==> src/rtl/cla_mod_add_pipe.sv <==
// cla_mod_add_pipe
//   Three-stage pipelined modular adder, out = (a op b) mod MOD.
//     S1: bitwise propagate/generate (b inverted for subtract).
//     S2: carry lookahead. Each 16-bit block uses four 4-bit lookahead
//         groups under one group-lookahead level. Block carries ripple
//         between 16-bit blocks. S2 registers sum and carry-out.
//     S3: conditional modulus correction into the output register.
//   Each stage boundary uses a valid/ready handshake. A stage loads when it
//   is empty or when the stage after it loads or drains in the same cycle.
//   Backpressure therefore reaches in_ready combinationally from out_ready.
//
// Parameters
//   DATA_WIDTH  operand width, multiple of 16
//   the modulus parameter; operands must be below it
//
// Ports
//   clk, rst            rising-edge clock, async active-high reset
//   in_valid/in_ready   upstream handshake
//   in_a, in_b, in_op   operands; in_op 0=add 1=sub
//   out_valid/out_ready downstream handshake
//   out_sum             result in [0, MOD-1]
//
// Configuration macro
//   CLA_MOD_SUB_EN  when defined, in_op is honoured (subtract support).
//                   When undefined, the block only adds and in_op is unused.
module cla_mod_add_pipe #(
    parameter int                    DATA_WIDTH = 16,
    parameter logic [DATA_WIDTH-1:0] MOD        = 16'hFFF1
) (
    input  logic                  clk,
    input  logic                  rst,
    input  logic                  in_valid,
    output logic                  in_ready,
    input  logic [DATA_WIDTH-1:0] in_a,
    input  logic [DATA_WIDTH-1:0] in_b,
    input  logic                  in_op,
    output logic                  out_valid,
    input  logic                  out_ready,
    output logic [DATA_WIDTH-1:0] out_sum
);

    localparam int NBLK = DATA_WIDTH / 16;

    // Returns the internal carries {c3,c2,c1} of a 4-bit lookahead group.
    function automatic logic [2:0] carry4(input logic [3:0] p, input logic [3:0] g,
                                          input logic ci);
        logic c1, c2, c3;
        c1 = g[0] | (ci & p[0]);
        c2 = g[1] | (g[0] & p[1]) | (ci & p[0] & p[1]);
        c3 = g[2] | (g[1] & p[2]) | (g[0] & p[1] & p[2]) | (ci & p[0] & p[1] & p[2]);
        return {c3, c2, c1};
    endfunction

    // Returns the group {generate, propagate} of a 4-bit lookahead group.
    function automatic logic [1:0] gp4(input logic [3:0] p, input logic [3:0] g);
        logic gg, pp;
        gg = g[3] | (g[2] & p[3]) | (g[1] & p[2] & p[3]) | (g[0] & p[1] & p[2] & p[3]);
        pp = &p;
        return {gg, pp};
    endfunction

    // vld_pipe[0] is the input valid; vld_pipe[k] is stage k occupancy.
    logic [3:1] vld_d, vld_q;
    logic [3:0] vld_pipe;
    logic       ld1, ld2, ld3;

    logic [DATA_WIDTH-1:0] p_d, p_q, g_d, g_q;
    logic [DATA_WIDTH-1:0] sum_d, sum_q;
    logic                  cout_d, cout_q;
    logic [DATA_WIDTH-1:0] out_d, out_q;

    logic [DATA_WIDTH-1:0] b_eff;
    logic                  c_in;
    logic [DATA_WIDTH:0]   carry;
    logic [3:0]            grp_g, grp_p, grp_c;
    logic [1:0]            blk_gp;
    logic [DATA_WIDTH-1:0] corr;
    logic [DATA_WIDTH:0]   sum_ext;

`ifdef CLA_MOD_SUB_EN
    logic op1_d, op1_q, op2_d, op2_q;
`else
    logic unused_op;
    assign unused_op = in_op;
`endif

    assign vld_pipe  = {vld_q, in_valid};
    assign in_ready  = ld1;
    assign out_valid = vld_q[3];
    assign out_sum   = out_q;

    // Handshake control: each stage can load when empty or when it is
    // being emptied this cycle.
    always_comb begin
        ld3   = !vld_q[3] | out_ready;
        ld2   = !vld_q[2] | ld3;
        ld1   = !vld_q[1] | ld2;
        vld_d = vld_q;
        if (ld1) vld_d[1] = vld_pipe[0];
        if (ld2) vld_d[2] = vld_pipe[1];
        if (ld3) vld_d[3] = vld_pipe[2];
    end

    // S1: propagate/generate.
    always_comb begin
`ifdef CLA_MOD_SUB_EN
        b_eff = in_op ? ~in_b : in_b;
        op1_d = op1_q;
        if (ld1 && in_valid) op1_d = in_op;
`else
        b_eff = in_b;
`endif
        p_d = p_q;
        g_d = g_q;
        if (ld1 && in_valid) begin
            p_d = in_a ^ b_eff;
            g_d = in_a & b_eff;
        end
    end

    // S2: two-level lookahead inside each 16-bit block. Carries between
    // blocks ripple.
    always_comb begin
`ifdef CLA_MOD_SUB_EN
        c_in = op1_q;
`else
        c_in = 1'b0;
`endif
        carry    = '0;
        carry[0] = c_in;
        grp_g    = '0;
        grp_p    = '0;
        grp_c    = '0;
        blk_gp   = '0;
        for (int k = 0; k < NBLK; k++) begin
            for (int j = 0; j < 4; j++)
                {grp_g[j], grp_p[j]} = gp4(p_q[16*k+4*j +: 4], g_q[16*k+4*j +: 4]);
            grp_c[0]   = carry[16*k];
            grp_c[3:1] = carry4(grp_p, grp_g, grp_c[0]);
            for (int j = 0; j < 4; j++) begin
                carry[16*k+4*j]       = grp_c[j];
                carry[16*k+4*j+1 +: 3] = carry4(p_q[16*k+4*j +: 4], g_q[16*k+4*j +: 4],
                                                grp_c[j]);
            end
            blk_gp          = gp4(grp_p, grp_g);
            carry[16*k+16]  = blk_gp[1] | (blk_gp[0] & grp_c[0]);
        end

        sum_d  = sum_q;
        cout_d = cout_q;
        if (ld2 && vld_q[1]) begin
            sum_d  = p_q ^ carry[DATA_WIDTH-1:0];
            cout_d = carry[DATA_WIDTH];
        end
`ifdef CLA_MOD_SUB_EN
        op2_d = op2_q;
        if (ld2 && vld_q[1]) op2_d = op1_q;
`endif
    end

    // S3: modulus correction. For add, a carry-out or sum >= MOD means the
    // true sum exceeds the modulus. For subtract, a missing carry-out is a
    // borrow, so MOD is added back.
    always_comb begin
        sum_ext = {cout_q, sum_q};
        corr    = sum_q;
`ifdef CLA_MOD_SUB_EN
        if (op2_q) begin
            if (!cout_q) corr = sum_q + MOD;
        end else if (sum_ext >= {1'b0, MOD}) begin
            corr = sum_q - MOD;
        end
`else
        if (sum_ext >= {1'b0, MOD}) corr = sum_q - MOD;
`endif
        out_d = out_q;
        if (ld3 && vld_q[2]) out_d = corr;
    end

    always_ff @(posedge clk or posedge rst) begin
        if (rst) begin
            vld_q  <= '0;
            p_q    <= '0;
            g_q    <= '0;
            sum_q  <= '0;
            cout_q <= 1'b0;
            out_q  <= '0;
`ifdef CLA_MOD_SUB_EN
            op1_q  <= 1'b0;
            op2_q  <= 1'b0;
`endif
        end else begin
            vld_q  <= vld_d;
            p_q    <= p_d;
            g_q    <= g_d;
            sum_q  <= sum_d;
            cout_q <= cout_d;
            out_q  <= out_d;
`ifdef CLA_MOD_SUB_EN
            op1_q  <= op1_d;
            op2_q  <= op2_d;
`endif
        end
    end

endmodule

==> config.mk <==
export PLATFORM = sky130hd
export DESIGN_NAME = cla_mod_add_pipe
export DESIGN_NICKNAME = d
export VERILOG_FILES = /design/src/rtl/cla_mod_add_pipe.sv
export SDC_FILE = /design/constraint.sdc
export NUM_CORES = 1
export LEC_CHECK = 0
export BUFFER_PORTS_ARGS = -buffer_cell sky130_fd_sc_hd__buf_2
export CORE_AREA = 2 2 121 64
export DETAILED_ROUTE_END_ITERATION = 8
export DIE_AREA = 0 0 123 66
export HOLD_SLACK_MARGIN = 0.03
export PLACE_DENSITY = 0.74
export SYNTH_ARGS = -nofsm -noshare
export SYNTH_HDL_FRONTEND = slang
export SYNTH_SLANG_ARGS = --single-unit
==> constraint.sdc <==
create_clock -name clk -period 2.61 [get_ports clk]
set_clock_uncertainty 0.15 [all_clocks]
set_input_delay 0 -clock clk [delete_from_list [all_inputs] [get_ports clk]]
set_output_delay 0 -clock clk [all_outputs]
set_load 0.02 [all_outputs]
; ---- Word-level counts from Yosys, hierarchy flattened
; Cells that the tools add are included.
[totals]
regBits = 68
in_bits = 37
out_inout_bits = 18
word_cells = 104
[op_classes]
add_sub_neg = 1
n_lt_le_gt_ge = 1
mux = 1
bitwise_logic = 84
n_reduce_logical = 9
[op_table]
columns = op, count
row1 = 1-bit bitwise OR, 42
row2 = 1-bit AND, 39
row3 = 16-bit XOR, 2
row4 = "17-bit by 16-bit greater-or-equal comparator with 1-bit output, second input constant", 1
row5 = 16-bit AND, 1
row6 = 16-bit 2-to-1 mux, 1
row7 = "16-bit subtractor, second input constant", 1
row8 = 4-bit AND reduction, 3
row9 = 1-bit logical AND, 3
row10 = 1-bit zero test, 3

; ---- Depth between registers and ports, before layout
; Gate-level depths: netlist of run 1.
[depth]
ltp_word = 12
mapped_depth = 12
ltp_nobuf = 12

; ---- Worst setup path before layout of run 1
; OpenSTA, ideal clock, no wires.
[synth_path]
path_kind = reg-to-reg
start = reg p_q[1]
end = reg sum_q[15]
setup_ns = 0.134
arrival_time_ns = 1.980
t_required_ns = 2.326
setup_slack_ns = 0.347
stages_incl_launch_ff = 13
path_buffers = 0
period_less_slack_ns = 2.263
cell_sequence = dfrtp_1 ha_1 o211ai_1 a21o_1 nand3_1 nand3_1 nand2_1 ha_1 o21ai_0 nand2b_1 a21oi_1 xor2_1 o21ai_0
[synth_between]
elab_chain_cells = 12
[synth_rtl]
columns = item, line_no
row1 = from (decl), 67  ; logic [DATA_WIDTH-1:0] p_d, p_q, g_d, g_q;
row2 = from (signal assigned), 194  ; p_q <= p_d;
row3 = 1-bit AND (3 in series), 57  ; gg = g[3] | (g[2] & p[3]) | (g[1] & p[2] & p[3]) | (g[0] & p[1] & p[2] & p[3]);
row4 = 1-bit bitwise OR, 57
row5 = 1-bit AND (2 in series), 50  ; c3 = g[2] | (g[1] & p[2]) | (g[0] & p[1] & p[2]) | (ci & p[0] & p[1] & p[2]);
row6 = 1-bit bitwise OR, 50
row7 = 1-bit AND (3 in series), 50
row8 = 1-bit bitwise OR, 50
row9 = 16-bit XOR, 152  ; sum_d = p_q ^ carry[DATA_WIDTH-1:0];
row10 = to (signal assigned), 196  ; sum_q <= sum_d;
row11 = to (decl), 68  ; logic [DATA_WIDTH-1:0] sum_d, sum_q;
; No other way between the ends.
; A chain may end at the register's enable or synchronous reset.

; ---- Worst setup path after layout of run 1
[layout_path]
start = reg p_q[1]
end = reg sum_q[11]
[layout_between]
elab_chain_cells = 11
[layout_rtl]
columns = item, line_no
row1 = 1-bit AND (3 in series), 57
row2 = 1-bit bitwise OR, 57
row3 = 1-bit AND, 49  ; c2 = g[1] | (g[0] & p[1]) | (ci & p[0] & p[1]);
row4 = 1-bit bitwise OR, 49
row5 = 1-bit AND (3 in series), 50
row6 = 1-bit bitwise OR, 50
row7 = 16-bit XOR, 152
; No other way between the ends.

==> results of run 1 <==
## flip-flops by register name, indices dropped and copies added, names as in the netlist
register  count
out_sum      16
vld_q         3
p_q          16
cout_q        1
g_q          16
sum_q        16
## synth_stat cells, drive strengths merged, types with 3 or more instances
master and instances:
and3 5, a31oi 6, mux2 37, a21o 4
nor2 9, ha 22, a21oi 10, nand3 7
o21ai 27, o31ai 4, nor3 5, xor2 9
o21a 3, or3 8, nand2 34, xnor2 4
inv 5, nand4 4, buf 3, nand2b 7
dfrtp 68, clkbuf 6
## routing by layer
layer / vias up / GRT usage / part of all wire
met2: 62 / 0.321 / 0.44
li1: 1340 / - / -
met1: 1309 / 0.276 / 0.49
met5: - / 0 / 0
met4: 0 / 0.0767 / 0.018
met3: 13 / 0.0724 / 0.049
## cell type report
cell class | instances | share of cell area
Multi-Input combinational cell | 225 | 0.366
Clock buffer | 13 | 0.0536
Sequential cell | 68 | 0.365
Tap cell | 96 | 0.0257
Inverter | 5 | 0.00402
Timing Repair Buffer | 110 | 0.179
Clock inverter | 2 | 0.00750
## worst max path at each step
stage	start	end	slack, ps	cells after the start
2_1_floorplan	p_q[1]$_DFFE_PP0P_	sum_q[15]$_DFFE_PP0P_	350	12
3_3_place_gp	p_q[1]$_DFFE_PP0P_	sum_q[15]$_DFFE_PP0P_	180	12
3_5_place_dp	p_q[1]$_DFFE_PP0P_	sum_q[15]$_DFFE_PP0P_	100	12
4_1_cts	p_q[1]$_DFFE_PP0P_	sum_q[15]$_DFFE_PP0P_	60	12
5_1_grt	p_q[1]$_DFFE_PP0P_	sum_q[15]$_DFFE_PP0P_	20	12
6_report	p_q[1]$_DFFE_PP0P_	sum_q[11]$_DFFE_PP0P_	220	10
## power by group
part	leakage (nW)	internal, mW	switching [mW]
clock network	0.140	0.758	0.414
registers	0.822	1.35	0.305
logic	1.18	0.537	0.604
total	2.14	2.65	1.32
## critical path: cells and delay by family (launching register included)
| family | cells | cell delay [ps] |
|---|---|---|
| AO/OA/AOI/OAI | 5 | 880 |
| XOR/XNOR | 1 | 160 |
| AND/OR/NAND/NOR | 2 | 230 |
| flip-flops | 1 | 380 |
| adder cells (fa/ha/maj) | 2 | 450 |
## logic make-up (layout without fill, tap and decap cells)
logic type | after synthesis | after routing
buffers and inverters | 14 | 130
xor gates and xnor gates | 13 | 13
DFF | 68 | 68
adders and majority gates | 22 | 22
and+or+nand+nor | 90 | 90
muxes | 39 | 39
AOI/OAI and AO/OA | 61 | 61
## through the flow
step	hold slack, ps	instance area (µm²)	util	instances
floorplan	-41.6	3440	-	307
global placement	4.16	3840	0.540	451
detailed placement	27.5	3840	0.540	451
CTS	210	4640	0.654	518
global route	291	4670	0.657	519
finish	190	4670	0.657	519
## what timing repair did
| action | in CTS | in global routing |
|---|---|---|
| hold buffers | 52 | 0 |
| setup buffers | 0 | 1 |
| resized for setup | 0 | 7 |
| setup endpoints to repair | 0 | 2 |
| hold endpoints to repair | 68 | 0 |
==> results.json, run 1 <==
{
  "yosys_warnings": 0,
  "max-clock-path-buffers": 2,
  "synthSimpleGateAreaFrac": 0.137,
  "synthTopCellsByArea": "dfrtp_1, mux2_2, ha_1",
  "track_usage": 0.209,
  "initial_core_util": 0.485,
  "r2r_start": "p_q[1]$_DFFE_PP0P_",
  "synth_ff_type": "dfrtp_1",
  "multi_input_area_um2": 1710,
  "remaining_drc_errors": 0,
  "power.density_nw_per_um2": 850,
  "drt-initial-drc-count": 163,
  "syn_area_per_cell_um2": 11.2,
  "irDropWorstVdd_v": 0.000392,
  "hold_class": "input port to async pin",
  "total_power_mw": 3.97,
  "synth_top_family_by_area": "simple AND/OR/NAND/NOR gates",
  "portBuffers": 53,
  "grt_pass1_vias": 2660,
  "synth_nets": 366,
  "area_growth_pct": 35.6,
  "n_fill_cell": 569,
  "insertion_delay_ps": 340,
  "via_per_inst": 5.25,
  "fmax_mhz": 419,
  "final_common_cell": "dfrtp_1",
  "dp_slack_ps": 98.3,
  "ys_seq_area_frac": 0.494,
  "synth_top_cell_by_area": "dfrtp_1",
  "wirelength_um": 7460,
  "leakage_nw": 2.14,
  "wl_per_cell_um": 14.4,
  "cts_tree": "built",
  "rows": 22,
  "seqCellArea_um2": 1700,
  "ys_types": 45,
  "synth_edf_count": 0,
  "finalNetCount": 478,
  "crit_slowest_cell": "dfrtp_1",
  "ios": 55,
  "cts_max_level": 3,
  "crit_path_end_kind": "register",
  "path_clk_slew_ps": 50,
  "numCtsBuffers": 9,
  "syn_inst": 307,
  "grt-ovfl-total": 0,
  "die_y_um": 66,
  "r2r_end": "sum_q[11]$_DFFE_PP0P_",
  "layout_setup_ws_ps": 223,
  "cts_num_sinks": 68,
  "worst_pin_slew_ps": 764,
  "setup_viol": 0,
  "crit_type": "register to register",
  "critPathLaunchType": "register",
  "ys_ff_latch": 68,
  "status": "completed",
  "core-area_um2": 7100,
  "dpl.hpwl_um": 5040,
  "r2r_setup_slack_ps": 220,
  "detail-route-antenna-nets": 0,
  "slew_violations": 0,
  "fin_tns_setup_ps": 0,
  "synthAdderAreaFrac": 0.0799,
  "yosys.area_share.xor_xnor": 0.0331,
  "synth_top_area_share": 0.494,
  "vias": 2724,
  "reg2regPathDepth": 10,
  "syn-cell-area_um2": 3440,
  "fin_crit_sh": 0.915,
  "grt_max_degree": 36,
  "gp_congestion": 0.822,
  "critPathArrivalTime_ps": 2420,
  "final_hold_viol_count": 0,
  "insertedDiodeCount": 0,
  "final_layout_size_suffix_gt1_frac": 0.286,
  "maxSlewHeadroom": 0.489,
  "worst_path_largest_cell_delay_ps": 380,
  "grt_pass1_wl_um": 12700,
  "drt_pass1_iterations": 4,
  "crit_fanout": 3,
  "dieWidth_um": 123,
  "rsz0062_at_grt": "false",
  "cp.required_ps": 2640,
  "die-area_um2": 8120,
  "post-route-min-period_ps": 2390,
  "root_buffer": "clkbuf_16",
  "crit_chain": "ha_1 -> o211ai_1 -> a21o_1 -> nand3_2 -> ha_1 -> o21a_1 -> o21ai_1 -> nand2b_1 -> xnor2_1 -> o21ai_0",
  "antenna_found_initial": 0,
  "muxShareOfSynthArea": 0.127,
  "synth-compound-area-share": 0.114,
  "final_cell_mix": "dfrtp_1, buf_2, dlygate4sd3_1",
  "cap_violations": 0,
  "async_reset_ff_frac": 1.00,
  "cp_common_cell": "ha_1"
}
Note: power is estimated with default switching activity, not from simulation.
==> run 2: changes to the inputs <==
==> config.mk (replaced) <==
export PLATFORM = sky130hd
export DESIGN_NAME = cla_mod_add_pipe
export DESIGN_NICKNAME = d
export VERILOG_FILES = /design/src/rtl/cla_mod_add_pipe.sv
export SDC_FILE = /design/constraint.sdc
export NUM_CORES = 1
export LEC_CHECK = 0
export ABC_AREA = 1
export BUFFER_PORTS_ARGS = -buffer_cell sky130_fd_sc_hd__buf_2
export CORE_AREA = 2 2 127 67
export DETAILED_ROUTE_END_ITERATION = 8
export DIE_AREA = 0 0 129 69
export HOLD_SLACK_MARGIN = 0.03
export PLACE_DENSITY = 0.73
export SYNTH_ARGS = -nofsm -noshare
export SYNTH_HDL_FRONTEND = slang
export SYNTH_SLANG_ARGS = --single-unit
==> run 2 against run 1 <==
Effect of this change:
- die area rose by 9.6%
- worst setup slack improved by 43 ps
- final cell count rose by 33%
- power rose by 17%
- clock-buffer cell count fell by 3
- sequential share of layout area fell by 2.0 points
- fmax rose by 1.9%
- critical path depth rose by 4
- design area rose by 5.9%
- synthesized cell count rose by 52%
- first-iteration DRC count rose by 34%
- critical endpoint is now sum_q[15]$_DFFE_PP0P_
==> results.json, run 2 <==
{
  "status": "completed",
  "rows": 23,
  "reg2regPathDepth": 14,
  "cts_num_sinks": 68,
  "antenna_found_initial": 0,
  "cts_max_level": 3,
  "multi_input_area_um2": 1860,
  "final_common_cell": "nand2_1",
  "r2r_start": "p_q[1]$_DFFE_PP0P_",
  "final_hold_viol_count": 0,
  "fin_tns_setup_ps": 0,
  "synth_top_area_share": 0.449,
  "synthTopCellsByCount": "nand2_1, dfrtp_1, nor2_1",
  "wirelength_um": 9070,
  "synthTopCellsByArea": "dfrtp_1, nand2_1, ha_1",
  "n_fill_cell": 667,
  "synth_nets": 526,
  "post-route-min-period_ps": 2340,
  "worst_pin_slew_ps": 872,
  "seqCellArea_um2": 1700,
  "syn_area_per_cell_um2": 8.11,
  "wl_per_cell_um": 13.2,
  "vias": 3419,
  "crit_start": "p_q[1]$_DFFE_PP0P_",
  "ys_seq_area_frac": 0.449,
  "final_layout_size_suffix_gt1_frac": 0.175,
  "via_per_inst": 4.97,
  "drt-initial-drc-count": 218,
  "rsz0062_at_grt": "false",
  "detail-route-antenna-nets": 0,
  "dpl.hpwl_um": 6170,
  "irDropWorstVdd_v": 0.000649,
  "ys_types": 31,
  "synth_ff_type": "dfrtp_1",
  "max-clock-path-buffers": 2,
  "finalNetCount": 630,
  "fin_crit_sh": 0.898,
  "crit_fanout": 3,
  "ys_ff_latch": 68,
  "synth_top_cell_by_area": "dfrtp_1",
  "initial_core_util": 0.486,
  "insertion_delay_ps": 340,
  "grt-ovfl-total": 0,
  "async_reset_ff_frac": 1.00,
  "area_growth_pct": 30.5,
  "grt_max_degree": 69,
  "dp_slack_ps": 259,
  "postCtsSetupBuffers": 0,
  "remaining_drc_errors": 0,
  "die-area_um2": 8900,
  "cp.required_ps": 2730,
  "drt_pass1_iterations": 6,
  "power.density_nw_per_um2": 935,
  "syn-cell-area_um2": 3790,
  "fmax_mhz": 427,
  "core-area_um2": 7800,
  "placed_area_um2": 4150,
  "grt_pass1_wl_um": 15100,
  "root_buffer": "clkbuf_16",
  "final_cell_mix": "nand2_1, dfrtp_1, buf_2",
  "fin_area_um2": 4940,
  "synth_edf_count": 0,
  "cap_violations": 0,
  "critPathLaunchType": "register",
  "syn_inst": 467,
  "yosys_warnings": 0,
  "hold_class": "input port to async pin",
  "critPathArrivalTime_ps": 2460,
  "setup_viol": 0,
  "track_usage": 0.219,
  "insertedDiodeCount": 0,
  "die_y_um": 69,
  "numCtsBuffers": 9,
  "crit_path_end_kind": "register",
  "portBuffers": 53,
  "gp_congestion": 0.917,
  "cts_tree": "built",
  "grt_pass1_vias": 3254,
  "synth.most_common_cell": "nand2_1",
  "slew_violations": 0,
  "layout_setup_ws_ps": 267,
  "dieWidth_um": 129,
  "ios": 55,
  "path_clk_slew_ps": 60,
  "crit_type": "register to register",
  "leakage_nw": 2.58,
  "maxSlewHeadroom": 0.419
}
run 2: cell types whose count changed after synthesis, moves of 5 or more:
cell      before  now
buf_2          0    6
nor2_1         8   39
nand3_1        7   34
a21oi_1        8   23
mux2_2        37   14
inv_1          5   38
nand2b_1       7    0
nand2_1       34  158
and3_1         5    0
or3_1          7    0
o21ai_1        6    0
a31oi_1        6    1
run 2: timing repair:
action / in CTS / in global routing
hold buffers: 51 / 0
endpoints found under the setup margin: 0 / 1
resized for setup: 0 / 1
endpoints found under the hold margin: 103 / 0
run 2: kinds of logic (layout without fill, tap and decap cells):
kind of cell / after synthesis / in the layout / share of synthesized area
XOR/XNOR: 14 / 14 / 0.0324
AND/OR/NAND/NOR: 250 / 250 / 0.280
AO/OA/AOI/OAI: 45 / 45 / 0.0628
flip-flops: 68 / 68 / 0.449
buffers and inverters: 54 / 163 / 0.0614
multiplexers: 14 / 14 / 0.0416
adder cells (fa/ha/maj): 22 / 22 / 0.0727
run 2: layer usage:
layer | global-route usage | up-vias | part of all wire
li1 | - | 1707 | -
met1 | 0.317 | 1604 | 0.52
met2 | 0.316 | 93 | 0.41
met3 | 0.0613 | 15 | 0.056
met4 | 0.0713 | 0 | 0.011
met5 | 0 | - | 0
run 2: final cells by class:
type                            instances  area share
Clock buffer                           10      0.0483
Clock inverter                          6     0.00810
Inverter                               39      0.0296
Multi-Input combinational cell        345       0.376
Sequential cell                        68       0.344
Tap cell                              112      0.0283
Timing Repair Buffer                  108       0.166
run 2: final timing paths:
check	end	slack, ps
setup / recovery	sum_q[15]$_DFFE_PP0P_	270
max in group asynchronous	p_q[5]$_DFFE_PP0P_	1410
hold / removal	vld_q[3]$_DFFE_PP0P_	320
min in group clk	vld_q[3]$_DFFE_PP0P_	330
hold reg to reg	vld_q[3]$_DFFE_PP0P_	330
setup reg to reg	sum_q[15]$_DFFE_PP0P_	270
run 2: report_power, final:
group | switching [mW] | internal (mW)
Combinational | 1.07 | 0.679
Clock | 0.472 | 0.664
Sequential | 0.342 | 1.39
Total | 1.89 | 2.74
run 2: worst max-delay path, cell delays in order, from the launching register on:
cell	delay (ps)
dfrtp_1	380
ha_1	230
nand3_1	100
nand3_2	120
nand2_1	90
nand3_1	120
nand2_1	90
nand3_1	70
ha_1	200
nor2_1	150
o21ai_0	140
nand2_1	100
nand2_1	70
xor2_1	130
o21ai_0	130
run 2: through the flow:
step	total power, mW	utilization	cells	hold WS [ps]
floorplan	2.97	-	467	29.2
global placement	3.37	0.532	621	128
detailed placement	3.41	0.532	621	160
CTS	4.64	0.633	688	326
global route	4.98	0.634	688	346
finish	4.62	0.634	688	316
